`config.mk`:
```
export PLATFORM = sky130hd
export DESIGN_NAME = stage2_window_gen
export DESIGN_NICKNAME = d
export VERILOG_FILES = /design/src/rtl/stage2_window_gen.sv
export SDC_FILE = /design/constraint.sdc
export NUM_CORES = 2
export LEC_CHECK = 0
export CORE_UTILIZATION = 28
export CTS_BUF_LIST = sky130_fd_sc_hd__clkbuf_4
export CTS_CLUSTER_SIZE = 20
export DETAILED_ROUTE_END_ITERATION = 8
export DONT_BUFFER_PORTS = 1
export SLEW_MARGIN = 15
export SYNTH_ARGS = -nofsm -noshare
export SYNTH_HDL_FRONTEND = slang
export SYNTH_SLANG_ARGS = --single-unit
```
`constraint.sdc`:
```
create_clock -name clk -period 3.24 [get_ports clk]
set_input_delay 0.648 -clock clk [delete_from_list [all_inputs] [get_ports clk]]
set_output_delay 0.648 -clock clk [all_outputs]
set_load 0.01 [all_outputs]
```
`src/rtl/stage2_window_gen.sv`:
```
// Sliding-window generator: turns a raster pixel stream into KY x KX windows.
// A window is emitted one cycle after each pixel that completes one. After each
// window the input is throttled for GAP-1 cycles to match the downstream kernel.
module stage2_window_gen #(
  parameter int IMG_W = 12,
  parameter int IMG_H = 12,
  parameter int KX    = 5,
  parameter int KY    = 5,
  parameter int DBW   = 20,
  parameter int GAP   = 28
) (
  input  logic                       clk,
  input  logic                       reset_n,
  input  logic                       i_clear,
  input  logic                       i_in_valid,
  input  logic [DBW-1:0]             i_in_pixel,
  output logic                       o_in_ready,
  output logic                       o_ot_valid,
  output logic [KX*KY*DBW-1:0]       o_ot_fmap,
  output logic [$clog2(IMG_H)-1:0]   o_win_row,
  output logic [$clog2(IMG_W)-1:0]   o_win_col,
  output logic                       o_frame_done
);

  localparam int RW = $clog2(IMG_H);
  localparam int CW = $clog2(IMG_W);
  localparam int TW = $clog2(GAP) + 1;
  localparam int FW = KX * KY * DBW;

  localparam logic [RW-1:0] ROW_LAST = RW'(IMG_H - 1);
  localparam logic [CW-1:0] COL_LAST = CW'(IMG_W - 1);
  localparam logic [RW-1:0] ROW_WIN  = RW'(KY - 1);
  localparam logic [CW-1:0] COL_WIN  = CW'(KX - 1);
  localparam logic [TW-1:0] THR_LOAD = TW'(GAP - 1);

  logic [RW-1:0]  row_q, row_d;
  logic [CW-1:0]  col_q, col_d;
  logic [TW-1:0]  thr_q, thr_d;
  logic [DBW-1:0] lb_q  [0:KY-2][0:IMG_W-1];
  logic [DBW-1:0] lb_d  [0:KY-2][0:IMG_W-1];
  logic [DBW-1:0] win_q [0:KY-1][0:KX-1];
  logic [DBW-1:0] win_d [0:KY-1][0:KX-1];
  logic           valid_q, valid_d;
  logic           done_q, done_d;
  logic [FW-1:0]  fmap_q, fmap_d;
  logic [RW-1:0]  win_row_q, win_row_d;
  logic [CW-1:0]  win_col_q, win_col_d;
  logic           accept;
  logic           produce;

  // Accept/produce qualification; clear wins over any accept in the same cycle.
  always_comb begin
    accept  = i_in_valid && o_in_ready && !i_clear;
    produce = accept && (row_q >= ROW_WIN) && (col_q >= COL_WIN);
  end

  // Raster position counters and the post-window throttle down-counter.
  always_comb begin
    row_d = row_q;
    col_d = col_q;
    thr_d = thr_q;
    if (i_clear) begin
      row_d = '0;
      col_d = '0;
      thr_d = '0;
    end else begin
      if (accept) begin
        if (col_q == COL_LAST) begin
          col_d = '0;
          row_d = (row_q == ROW_LAST) ? '0 : row_q + RW'(1);
        end else begin
          col_d = col_q + CW'(1);
        end
      end
      if (produce) begin
        thr_d = THR_LOAD;
      end else if (thr_q != '0) begin
        thr_d = thr_q - TW'(1);
      end
    end
  end

  // Line buffers shift one row up per column; the window shifts left and takes
  // the new column (oldest row on top, incoming pixel at the bottom).
  always_comb begin
    lb_d  = lb_q;
    win_d = win_q;
    if (accept) begin
      for (int y = 0; y < KY; y++) begin
        for (int x = 0; x < KX - 1; x++) begin
          win_d[y][x] = win_q[y][x+1];
        end
      end
      for (int y = 0; y < KY - 1; y++) begin
        win_d[y][KX-1] = lb_q[y][col_q];
      end
      win_d[KY-1][KX-1] = i_in_pixel;
      for (int k = 0; k < KY - 2; k++) begin
        lb_d[k][col_q] = lb_q[k+1][col_q];
      end
      lb_d[KY-2][col_q] = i_in_pixel;
    end
  end

  // Output capture: outputs only change on a producing accept and hold otherwise.
  always_comb begin
    valid_d   = produce;
    done_d    = produce && (row_q == ROW_LAST) && (col_q == COL_LAST);
    fmap_d    = fmap_q;
    win_row_d = win_row_q;
    win_col_d = win_col_q;
    if (produce) begin
      win_row_d = row_q - ROW_WIN;
      win_col_d = col_q - COL_WIN;
      for (int y = 0; y < KY; y++) begin
        for (int x = 0; x < KX; x++) begin
          fmap_d[(y*KX+x)*DBW +: DBW] = win_d[y][x];
        end
      end
    end
  end

  // State registers.
  always_ff @(posedge clk or negedge reset_n) begin
    if (!reset_n) begin
      row_q     <= '0;
      col_q     <= '0;
      thr_q     <= '0;
      lb_q      <= '{default: '0};
      win_q     <= '{default: '0};
      valid_q   <= 1'b0;
      done_q    <= 1'b0;
      fmap_q    <= '0;
      win_row_q <= '0;
      win_col_q <= '0;
    end else begin
      row_q     <= row_d;
      col_q     <= col_d;
      thr_q     <= thr_d;
      lb_q      <= lb_d;
      win_q     <= win_d;
      valid_q   <= valid_d;
      done_q    <= done_d;
      fmap_q    <= fmap_d;
      win_row_q <= win_row_d;
      win_col_q <= win_col_d;
    end
  end

  assign o_in_ready   = (thr_q == '0);
  assign o_ot_valid   = valid_q;
  assign o_frame_done = done_q;
  assign o_ot_fmap    = fmap_q;
  assign o_win_row    = win_row_q;
  assign o_win_col    = win_col_q;

endmodule

```
==> impl_metrics.py <==
metrics = {
    "status": {
        "outcome": "finished with violations",
        "violations": "setup timing",
    },
    "power_and_ir_drop": {
        "power.density_nw_per_um2": 675,
        "power.switching_mw": 20.2,
        "power_frac_seq_pct": 46.6,
        "internal-power_mw": 41.5,
        "comb_power_share_pct": 21.0,
        "clock_power_share_pct": 32.3,
        "p_total_mw": 61.7,
        "p_leak_nw": 45.5,
        "p_sw_share_pct": 32.7,
        "peakVddDrop_mv": 0.333,
    },
    "synthesis": {
        "async_reset_ff_share_pct": 100,
        "ys_ff_latch": 1884,
        "ys_types": 40,
        "synth_fp_nets": 5752,
        "ys_warn_count": 0,
        "ys_seq_area_share_pct": 59.0,
        "synthCells": 5715,
        "synth_flop_cell": "dfrtp_1",
        "synth.avg_cell_area_um2": 14.0,
        "synth_edf_count": 0,
        "synth_area_um2": 79900,
    },
    "critical_path": {
        "cp.arrival_ns": 2.65,
        "reg2reg_slack_ns": 0.18,
        "required_ns": 2.59,
        "worst_setup_path_start_kind": "flop",
        "end_kind": "output pin",
        "critPathKind": "reg -> out",
        "crit_fanout": 8,
    },
    "route": {
        "via_count": 46997,
        "drtPass1Iterations": 5,
        "routed_wl_um": 220000,
        "via_per_inst": 4.68,
        "first_iter_violations": 2437,
        "routedWlPerCell_um": 21.9,
        "ant_nets": 0,
        "drc": 0,
    },
    "timing": {
        "finalCriticalPeriod_ns": 3.30,
        "drv_slew": 0,
        "skew_ns": 0.202,
        "fmax_mhz": 303,
        "relSlewSlack_pct": 17.4,
        "min_period_over_period_pct": 102,
        "finalWorstSetupSlack_ns": -0.0608,
        "tns_ns": -0.0608,
        "setup_viol": 1,
        "finalHoldViolCount": 0,
        "worstMarginPinSlew_ns": 1.24,
        "rsz0062_at_grt": "yes",
    },
    "finish": {
        "syn2layout_area_growth_pct": 14.5,
        "final_cell_mix": "dfrtp_1 (1880), mux2_2 (1092), nand2_1 (973), clkbuf_4 (688), mux2_4 (384)",
        "fillCellCount": 27961,
        "final_common_cell": "dfrtp_1",
        "ff_latch_area_um2": 47200,
        "drive_gt1_share_pct": 40.3,
        "post-route-cell-area_um2": 91400,
        "multiInputGateArea_um2": 30400,
        "nets": 6031,
    },
    "floorplanning": {
        "io_pins": 535,
        "die_y_um": 536,
        "rows": 195,
        "start_util_pct": 28.2,
        "core_um2": 283000,
        "dieWidth_um": 536,
        "die_area_um2": 287000,
    },
    "clock_tree": {
        "cts.sinks": 1884,
        "root_buffer": "clkbuf_4",
        "cts_tree": "done",
        "clockBufferDepth": 4,
        "htree_levels": 5,
        "numCtsBuffers": 481,
        "clk_latency_ns": 1.36,
        "clkTransAtPathRegs_ns": 0.07,
    },
    "placed_design": {
        "io_buffers": 0,
        "placed_area_um2": 84800,
        "hpwl_um": 140000,
        "routabilityCongestion": 0.771,
    },
    "global_routing": {
        "grt.overflow.total": 0,
        "grt_usage_pct": 15.0,
        "antenna_found_initial": 44,
        "grt_pass1_wl_um": 329000,
        "grt_max_degree": 210,
        "grt_pass1_vias": 49872,
    },
    "worst_hold_path": {
        "hp-class": "in -> async",
    },
    "flow_run": {
        "drv_cap": 0,
    },
}
[worst max-delay path, cell delays in order (launching register included)]
cell,delay (ns)
dfrtp_1,0.40
inv_2,0.09
ha_4,0.12
or4b_4,0.48
nor2_4,0.12
buf_8,0.15
[flip-flops by register name, indices dropped and copies added (netlist names)]
register / flops
o_win_col: 4
lb_q: 960
thr_q: 6
o_frame_done: 1
win_q: 400
o_ot_fmap: 500
col_q: 4
row_q: 4
o_ot_valid: 1
o_win_row: 4
[final timing paths]
check | start | endpoint | cells past startpoint
max reg2reg | col_q[2] | o_ot_fmap[430] | 7
min in group clk | i_in_valid | col_q[1] | 3
min reg2reg | win_q[70] | o_ot_fmap[410] | 1
max | thr_q[1] | o_in_ready | 5
min | reset_n | lb_q[768] | 7
max in group asynchronous | reset_n | lb_q[206] | 11
[power groups by stage]
stage                     Combinational [mW]  Sequential (mW)  Clock, mW
after global placement                  12.6             29.1          0
after global routing                    14.1             29.2       21.9
after floorplan                         7.50             28.3          0
final                                   13.0             28.8       19.9
after CTS                               13.2             28.8       20.7
after detailed placement                12.9             29.2          0
[routing by layer]
layer / vias to the layer above / global-route usage (%) / wire [µm] / part of all wire (%)
met1: 24649 / 19.0 / 93800 / 43
met5: - / 0 / 114 / 0.052
met4: 16 / 4.68 / 5570 / 2.5
met2: 1241 / 24.4 / 103000 / 47
li1: 20726 / - / - / -
met3: 365 / 4.56 / 16900 / 7.7
[logic make-up after synthesis]
logic type | count (synthesis) | share of synthesized area (%)
AND/OR/NAND/NOR | 1142 | 5.70
multiplexers | 1906 | 29.3
AO/OA/AOI/OAI | 303 | 2.69
adder cells (fa/ha/maj) | 13 | 0.204
flip-flops | 1884 | 59.0
XOR/XNOR | 4 | 0.0439
buffers and inverters | 463 | 3.04
[what timing repair did]
item,CTS,global route
setup buffers,5,3
cloned,4,2
pin swaps,2,2
resized for setup,8,1
hold buffers,35,0
setup endpoints to repair,648,419
endpoints found under the hold margin,1196,0
[synthesized netlist by cell type, types with 9 or more instances]
| cell | count | area share, % |
|---|---|---|
| and3_1 | 9 | 0.070 |
| inv_1 | 10 | 0.047 |
| mux2_4 | 384 | 7.2 |
| nor2_1 | 69 | 0.32 |
| a21oi_1 | 32 | 0.20 |
| clkbuf_1 | 193 | 0.91 |
| buf_4 | 21 | 0.20 |
| mux4_2 | 80 | 2.3 |
| mux2_2 | 1092 | 15 |
| mux2i_1 | 324 | 4.1 |
| o21ai_0 | 27 | 0.17 |
| a221oi_1 | 80 | 0.88 |
| o22ai_1 | 80 | 0.63 |
| a21o_1 | 61 | 0.57 |
| nand2b_1 | 60 | 0.47 |
| nand2_1 | 973 | 4.6 |
| a2bb2oi_1 | 20 | 0.22 |
| buf_6 | 52 | 0.73 |
| buf_2 | 174 | 1.1 |
| mux2_1 | 26 | 0.37 |
| ha_1 | 13 | 0.20 |
| buf_1 | 12 | 0.056 |
| dfrtp_1 | 1884 | 59 |
[area by class of cell]
| cell class | instances | share of cell area [%] |
|---|---|---|
| flip-flops and latches | 1884 | 51.6 |
| multi-input cells | 3368 | 33.3 |
| clock buffers | 688 | 5.65 |
| well taps | 3743 | 5.12 |
| repair buffers | 248 | 3.55 |
| clock inverters | 92 | 0.754 |
| inverters | 11 | 0.0479 |
| diodes | 12 | 0.0328 |
[per-stage QoR]
step	hold slack (ns)	setup slack (ns)	utilization, %	std cells
CTS	-0.137	-0.282	32.3	10029
global route	0.0105	-0.200	32.3	10040
floorplan	0.352	0.0803	-	5715
global placement	0.356	-2.38	29.9	9202
detailed placement	0.354	-2.77	29.9	9205
finish	0.0463	-0.0608	32.3	10046
(Power assumes the default switching activity.)
